--- src/rtl/dram_avalon_bridge_pkg.sv ---
// Shared types and constants for the MCU DRAM port to Avalon-MM bridge.
package dram_avalon_bridge_pkg;

    typedef enum logic [1:0] {
        ST_IDLE       = 2'd0,
        ST_ISSUE      = 2'd1,
        ST_WAIT_RDATA = 2'd2,
        ST_ACK        = 2'd3
    } state_e;

    // Bit positions inside err_flags
    localparam int ERR_OVERRUN   = 0;
    localparam int ERR_COLLISION = 1;
    localparam int ERR_TIMEOUT   = 2;

    localparam int DEFAULT_TIMEOUT_CYCLES = 1023;

endpackage

--- src/rtl/dram_bridge_timeout_counter.sv ---
// Saturating cycle counter that flags when a read has waited TIMEOUT_CYCLES
// cycles. expired is combinational so the FSM can leave on that same edge.
module dram_bridge_timeout_counter
    import dram_avalon_bridge_pkg::*;
#(
    parameter int TIMEOUT_CYCLES = DEFAULT_TIMEOUT_CYCLES
) (
    input  logic clk,
    input  logic sync_reset,
    input  logic clear,
    input  logic enable,
    output logic expired
);

    localparam int CW = (TIMEOUT_CYCLES > 0) ? $clog2(TIMEOUT_CYCLES + 1) : 1;
    localparam logic [CW-1:0] LIMIT = CW'(TIMEOUT_CYCLES);

    logic [CW-1:0] count_q, count_d;

    // Next count: clear wins, otherwise count up and stick at the limit
    always_comb begin
        count_d = count_q;
        if (clear) begin
            count_d = '0;
        end else if (enable && (count_q != LIMIT)) begin
            count_d = count_q + 1'b1;
        end
        expired = (TIMEOUT_CYCLES != 0) && enable && !clear && (count_d == LIMIT);
    end

    // Count register
    always_ff @(posedge clk) begin
        if (sync_reset) count_q <= '0;
        else            count_q <= count_d;
    end

endmodule

--- src/rtl/dram_avalon_bridge.sv ---
// Turns single-cycle MCU DRAM requests into held Avalon-MM commands, collects
// read data, pulses dram_ack, and recovers from a controller that never
// returns read data.
module dram_avalon_bridge
    import dram_avalon_bridge_pkg::*;
#(
    parameter int ADDR_BITS      = 24,
    parameter int DATA_BITS      = 32,
    parameter int TIMEOUT_CYCLES = DEFAULT_TIMEOUT_CYCLES
) (
    input  logic                   clk,
    input  logic                   sync_reset,
    input  logic [ADDR_BITS-1:0]   dram_mem_addr,
    input  logic                   dram_mem_read_en,
    input  logic                   dram_mem_write_en,
    input  logic [DATA_BITS/8-1:0] dram_mem_byte_enable,
    input  logic [DATA_BITS-1:0]   dram_mem_write_data,
    output logic                   dram_ack,
    output logic [DATA_BITS-1:0]   dram_mem_read_data,
    output logic [ADDR_BITS-1:0]   avm_address,
    output logic                   avm_read,
    output logic                   avm_write,
    output logic [DATA_BITS/8-1:0] avm_byteenable,
    output logic [DATA_BITS-1:0]   avm_writedata,
    input  logic                   avm_waitrequest,
    input  logic [DATA_BITS-1:0]   avm_readdata,
    input  logic                   avm_readdatavalid,
    output logic [2:0]             err_flags
);

    state_e                 state_q, state_d;
    logic [ADDR_BITS-1:0]   addr_q, addr_d;
    logic [DATA_BITS/8-1:0] be_q, be_d;
    logic [DATA_BITS-1:0]   wdata_q, wdata_d;
    logic                   is_write_q, is_write_d;
    logic [DATA_BITS-1:0]   rdata_q, rdata_d;
    logic [2:0]             err_q, err_d;
    logic                   stale_q, stale_d;
    logic                   req;
    logic                   cnt_clear, cnt_enable, cnt_expired;

    dram_bridge_timeout_counter #(
        .TIMEOUT_CYCLES (TIMEOUT_CYCLES)
    ) u_timeout (
        .clk        (clk),
        .sync_reset (sync_reset),
        .clear      (cnt_clear),
        .enable     (cnt_enable),
        .expired    (cnt_expired)
    );

    // Next-state logic: request capture, command handshake, read collection
    always_comb begin
        state_d    = state_q;
        addr_d     = addr_q;
        be_d       = be_q;
        wdata_d    = wdata_q;
        is_write_d = is_write_q;
        rdata_d    = rdata_q;
        err_d      = err_q;
        stale_d    = stale_q;
        cnt_clear  = 1'b0;
        cnt_enable = 1'b0;
        req        = dram_mem_read_en || dram_mem_write_en;

        // A late beat from a timed-out read is swallowed wherever it lands
        if (stale_q && avm_readdatavalid) stale_d = 1'b0;

        // The MCU must not issue while a request is in flight
        if (req && (state_q != ST_IDLE)) err_d[ERR_OVERRUN] = 1'b1;

        case (state_q)
            ST_IDLE: begin
                if (req) begin
                    addr_d     = dram_mem_addr;
                    be_d       = dram_mem_byte_enable;
                    wdata_d    = dram_mem_write_data;
                    is_write_d = dram_mem_write_en;
                    if (dram_mem_read_en && dram_mem_write_en) err_d[ERR_COLLISION] = 1'b1;
                    state_d    = ST_ISSUE;
                end
            end
            ST_ISSUE: begin
                if (!avm_waitrequest) begin
                    if (is_write_q) begin
                        state_d = ST_ACK;
                    end else begin
                        cnt_clear = 1'b1;
                        state_d   = ST_WAIT_RDATA;
                    end
                end
            end
            ST_WAIT_RDATA: begin
                cnt_enable = 1'b1;
                if (avm_readdatavalid && !stale_q) begin
                    rdata_d = avm_readdata;
                    state_d = ST_ACK;
                end else if (cnt_expired) begin
                    rdata_d            = '0;
                    err_d[ERR_TIMEOUT] = 1'b1;
                    stale_d            = 1'b1;
                    state_d            = ST_ACK;
                end
            end
            default: begin
                state_d = ST_IDLE;
            end
        endcase
    end

    // State and request registers
    always_ff @(posedge clk) begin
        if (sync_reset) begin
            state_q    <= ST_IDLE;
            addr_q     <= '0;
            be_q       <= '0;
            wdata_q    <= '0;
            is_write_q <= 1'b0;
            rdata_q    <= '0;
            err_q      <= '0;
            stale_q    <= 1'b0;
        end else begin
            state_q    <= state_d;
            addr_q     <= addr_d;
            be_q       <= be_d;
            wdata_q    <= wdata_d;
            is_write_q <= is_write_d;
            rdata_q    <= rdata_d;
            err_q      <= err_d;
            stale_q    <= stale_d;
        end
    end

    assign avm_read           = (state_q == ST_ISSUE) && !is_write_q;
    assign avm_write          = (state_q == ST_ISSUE) && is_write_q;
    assign avm_address        = addr_q;
    assign avm_byteenable     = be_q;
    assign avm_writedata      = wdata_q;
    assign dram_ack           = (state_q == ST_ACK);
    assign dram_mem_read_data = rdata_q;
    assign err_flags          = err_q;

endmodule

--- config.mk ---
export PLATFORM = sky130hd
export DESIGN_NAME = dram_avalon_bridge
export DESIGN_NICKNAME = d
export VERILOG_FILES = /design/src/rtl/dram_avalon_bridge_pkg.sv /design/src/rtl/dram_bridge_timeout_counter.sv /design/src/rtl/dram_avalon_bridge.sv
export SDC_FILE = /design/constraint.sdc
export NUM_CORES = 1
export LEC_CHECK = 0
export BUFFER_PORTS_ARGS = -buffer_cell sky130_fd_sc_hd__buf_2
export CAP_MARGIN = 20
export CORE_ASPECT_RATIO = 0.8
export CORE_MARGIN = 2
export CORE_UTILIZATION = 48
export DETAILED_ROUTE_END_ITERATION = 10
export GPL_ROUTABILITY_DRIVEN = 0
export MAX_ROUTING_LAYER = met4
export PLACE_DENSITY = 0.87
export SLEW_MARGIN = 10
export SYNTH_ARGS = -nofsm -noshare
export SYNTH_HDL_FRONTEND = slang
export SYNTH_SLANG_ARGS = --single-unit
--- constraint.sdc ---
create_clock -name clk -period 3.2 [get_ports clk]
set_input_delay 0.16 -clock clk [delete_from_list [all_inputs] [get_ports clk]]
set_output_delay 0.16 -clock clk [all_outputs]
set_load 0.05 [all_outputs]
-- Yosys cells after proc, flatten, opt, wreduce, memory -nomap -nowiden
Index checks and enable logic that the tools add are counted.
- register bits after elaboration: 109
- latch bits: 0
- RAM bits: 0
- memory bits (read-only): 0
- output and inout bits: 98
- memories kept: 0
- add/sub/neg operators: 1
- $mul: 0
- divide/modulo/power cells: 0
- magnitude comparators: 0
- equal/unequal tests: 8
- shifts and indexed selects: 0
- mux-type cells: 18
- bitwise operators: 1
- reduce and logical (&&, ||, !) cells: 21
- operators by type and width (cell ; number):
    $mux 32 ; 2
    $mux 10 ; 2
    $add 10x1->10 const B ; 1
    $eq 10x10->1 const B ; 1
    $ne 10x10->1 const B ; 1
    $logic_and 1x1->1 ; 9
    $mux 1 ; 9
    $reduce_and 3->1 ; 3
    $mux 2 ; 4
    $pmux 2 s3 ; 1
    $eq 2x2->1 const B ; 2
    $ne 2x2->1 const B ; 2
    $reduce_and 2->1 ; 2
    $reduce_bool 2->1 ; 2
    $logic_not 1->1 ; 3
    $ne 3x3->1 const B ; 1
    $eq 2x1->1 const B ; 1
    $logic_not 2->1 ; 1
    $logic_or 1x1->1 ; 1
    $not 1->1 ; 1

-- Longest topological paths before layout
- depth in word-level cells: 10
- depth in mapped cells: 10
- gate-level depth less buffers: 8

-- By module
A second synthesis with hierarchy kept.
- cell total of the unflattened synthesis: 478
- area, all modules: 4047.6 um2
- by module, submodules not included (module ; instances ; cells each ; area each (um2) ; sequential area each (um2)):
    dram_avalon_bridge ; 1 ; 414 ; 3485.8 ; 1981.9
    dram_bridge_timeout_counter ; 1 ; 64 ; 561.8 ; 200.2

-- Worst setup path after synthesis
Ideal clock, no wire load.
- path kind: register to register
- start point: reg u_timeout.count_q[1]
- end point: reg rdata_q[10], in the netlist dram_mem_read_data[10]
- library setup time: 0.123 ns
- arrival: 2.106 ns
- data required time: 3.077 ns
- setup slack: 0.971 ns
- cell stages (with the launch flop): 10
- buffers on the path: 2
- clock period less this slack: 2.229 ns
- cell sequence: dfxtp_1 -> ha_1 -> buf_6 -> and4_4 -> and2_4 -> or3_1 -> a21oi_4 -> nor3b_4 -> buf_6 -> o41ai_1
- longest elaborated chain between the ends: 8
- RTL lines (what ; line ; RTL):
    start: declaration ; dram_bridge_timeout_counter.sv:18 ; logic [CW-1:0] count_q, count_d;
    start signal: assignment ; dram_bridge_timeout_counter.sv:34 ; else count_q <= count_d;
    branches (longest 2 deep; another with $add 10x1->10) ; -- ;
    $mux 10 (*) ; dram_bridge_timeout_counter.sv:25 ; end else if (enable && (count_q != LIMIT)) begin
    $mux 10 (*) ; dram_bridge_timeout_counter.sv:23 ; if (clear) begin
    $eq 10x10->1 (*) ; dram_bridge_timeout_counter.sv:28 ; expired = (TIMEOUT_CYCLES != 0) && enable && !clear && (count_d == LIMIT);
    $logic_and 1x1->1 (*) ; dram_bridge_timeout_counter.sv:28 ;
    $reduce_bool 2->1 (no source line) (*) ; -- ;
    $reduce_and 2->1 (no source line) (*) ; -- ;
    end signal: assignment ; dram_avalon_bridge.sv:128 ; rdata_q <= rdata_d;
    end: declaration ; dram_avalon_bridge.sv:36 ; logic [DATA_BITS-1:0] rdata_q, rdata_d;
Every way passes the cells marked *.
A chain may end at the register's enable or synchronous reset.

-- Worst setup path in the final report
- start point: reg u_timeout.count_q[0]
- end point: reg rdata_q[17], in the netlist dram_mem_read_data[17]
Same word-level chain as after synthesis.

==> metrics.md <==
| Metric | Value |
|---|---|
| CTS H-tree lvls | 3 |
| Reg2Reg Depth | 8 |
| Stages on worst setup path | 8 |
| Slowest CP cell | dfxtp_1 |
| Vias in the first global route | 4380 |
| Die ar. | 10600 um^2 |
| Worst hold path class | primary input to flop |
| Dpl cells | 851 |
| Final hold vios | 0 |
| Layout net count | 846 |
| Slowest cell delay on critical path | 550 ps |
| Crit start category | flop |
| Io pins | 196 |
| Postcts setup bufs | 0 |
| Post-route ant nets | 0 |
| Final slew viol count | 0 |
| Crit path time final | 2800 ps |
| Post-synth EDFFs | 0 |
| Height of the die | 92.5 um |
| Layout cells sized above 1 | 32.0% |
| Run status | finished, final reports clean |
| GR Util met3 | 7.00% |
| Total global-route track usage | 23.5% |
| Area grow syn2layout | 26.9% |
| Hold Path Depth | 3 |
| Cell breakdown of the critical path | ha_1 > and4_1 > nand4_1 > mux2i_1 > a21oi_4 > nor3b_4 > buf_4 > o41ai_1 |
| Cell Area, Synth | 4700 um^2 |
| Root Buffer Master | clkbuf_16 |
| Yosys reg bits | 109 |
| M2 GR Usage | 37.7% |
| Initial Utilization | 49.1% |
| Fraction of the cycle the final worst path needs | 87.5% |
| Cell family with most CP delay | simple AND/OR/NAND/NOR gates |
| Routed WL per cell | 14.2 um |
| Warnings, synthesis | 0 |
| CTS tree | built |
| Pin count of the biggest net entering global routing | 99 |
| Layout Skew | 8.69 ps |
| Detailed Place HPWL | 8710 um |
| Clk Latency, worst-skew pair | 350 ps |
| Initial antenna violation count | 1 |
| Synth cell types | 53 |
| Hold buffer count at CTS | 0 |
| Placeable Area | 9570 um^2 |
| First drt pass iteration count | 5 |
| CTS clock-pin slew for the worst setup and hold paths | 70 ps |
| Ys async rst share | 0% |
| Global-route wire length before repair | 19700 um |
| CTS buffer count | 9 |
| Syn Nets | 682 |
| Count of final setup violators | 0 |
| Max frequency | 357 MHz |
| WP buf/inv | 1 |
| Core Rows | 32 |
| Clock buffer depth | 2 |
| Max-cap violations | 0 |
| Critical path class | flop to flop |
| RSZ-0062 raised after global routing | no |
| WP data required | 3410 ps |
| Most Crowded Layer GR | met2 |
| Overflow after GRT | 0 |
| Main synth FF type | dfxtp_1 |
| CP Max Fanout | 32 |
| TritonCTS Sinks | 109 |
| Crit path DAT | 3010 ps |
| Post-CTS sizing | 0 |
| Number of DRC markers in iteration 0 | 384 |
| Via count | 4719 |
| Final WL | 12300 um |
| TNS Setup | 0 ps |
| Non-Filler Instances | 868 |
| Power per cell area | 895 nW/um^2 |
| CP Capture Type | flop |
| Worst relative slew slack | 36.8% |
| Leakage | 2.68 nW |
| Avg Inst Size Synth | 8.11 um^2 |
| Sequential area share after synthesis | 46.4% |
| M1 GR Usage | 28.4% |
| Slew @ Worst Pin | 948 ps |
| Maximum vdd drop | 576 uV |
| Mapped Cells | 579 |
| Port-buffer cells | 195 |
| Drc violations | 0 |
| Chip Width | 115 um |
| Vias per inst | 5.44 |
-- report_power, final --
| group | switching (mW) | total, mW | internal, mW | leakage (nW) |
|---|---|---|---|---|
| Sequential | 0.162 | 1.81 | 1.65 | 0.892 |
| Combinational | 1.79 | 2.37 | 0.576 | 1.63 |
| Clock | 0.504 | 1.16 | 0.658 | 0.157 |
-- path summary, 6_finish.rpt --
| path | endpoint | start | slack, ps |
|---|---|---|---|
| worst min register to register | avm_writedata[11] | avm_writedata[11] | 450 |
| worst min-delay path | dram_mem_read_data[0] | avm_readdata[0] | 20 |
| worst max-delay path | dram_mem_read_data[17] | u_timeout.count_q[0] | 400 |
| worst max register to register | dram_mem_read_data[17] | u_timeout.count_q[0] | 400 |
-- kinds of logic after synthesis --
family                   Yosys count  synth area share (%)
adder cells (fa/ha/maj)            5                  1.33
flip-flops                       109                  46.4
AO/OA/AOI/OAI                    156                  21.4
XOR/XNOR                           4                 0.746
AND/OR/NAND/NOR                  217                  20.9
multiplexers                       3                 0.639
buffers and inverters             85                  8.55
-- synth_stat cells (4+ instances only) --
master    count  area share, %
nor2_1       15            1.2
ha_1          5            1.3
nand2b_1      5           0.67
a21oi_1      99             11
o41ai_2       4            1.4
dfxtp_1     109             46
buf_6         5            1.2
nor3_1       37            3.9
nand2_1     132             11
o41ai_1      28            5.2
buf_2         4           0.43
clkbuf_1     33            2.6
clkbuf_8      4            1.2
inv_1        36            2.9
a31oi_1       5           0.67
-- worst reg2reg max path: stages, from the launching register on --
cell	delay, ps
dfxtp_1	550
ha_1	420
and4_1	370
nand4_1	150
mux2i_1	330
a21oi_4	70
nor3b_4	170
buf_4	240
o41ai_1	370
-- state kept, by name (all words and copies together) (netlist names) --
register            count
state_q                 2
u_timeout.count_q      10
avm_byteenable          4
dram_mem_read_data     32
is_write_q              1
avm_writedata          32
err_flags               3
stale_q                 1
avm_address            24
-- routing by layer --
| layer | up-vias | routed length, um |
|---|---|---|
| met3 | 14 | 1080 |
| met1 | 2183 | 5280 |
| li1 | 2313 | - |
| met4 | 0 | 153 |
| met5 | - | 0 |
| met2 | 209 | 5830 |
-- final cells by class --
type | instances | area, um^2
diodes | 1 | 2.50
clock buffers | 11 | 253
clock inverters | 5 | 65.1
fillers | 834 | 3610
inverters | 36 | 135
multi-input cells | 385 | 2140
flip-flops and latches | 109 | 2180
well taps | 119 | 149
repair buffers | 202 | 1030
-- cells in the final DEF (no fill, tap or decap), drive strengths merged, types with 3 or more instances in the layout --
| master | count |
|---|---|
| nor2 | 15 |
| a31oi | 5 |
| a21oi | 100 |
| and3 | 4 |
| o21ai | 3 |
| clkbuf | 11 |
| nand2b | 5 |
| mux2i | 3 |
| nor2b | 3 |
| nand4 | 3 |
| nand2 | 132 |
| buf | 202 |
| dfxtp | 109 |
| ha | 5 |
| and4 | 4 |
| nor3 | 37 |
| xor2 | 3 |
| o41ai | 32 |
| inv | 38 |
| and2 | 4 |
-- through the flow --
| step | setup slack (ps) | util (%) | hold slack [ps] | power (mW) | cell area, um^2 |
|---|---|---|---|---|---|
| final | 401 | 62.3 | 24.0 | 5.34 | 5960 |
| after global routing | 169 | 62.3 | 18.9 | 5.63 | 5960 |
| after CTS | 485 | 62.3 | 12.4 | 5.38 | 5960 |
| after detailed placement | 504 | 58.9 | 376 | 4.21 | 5640 |
| after global placement | 705 | 58.9 | 366 | 4.12 | 5640 |
| after floorplan | 971 | - | 278 | 3.65 | 4700 |
Note: power is estimated with default switching activity, not from simulation.
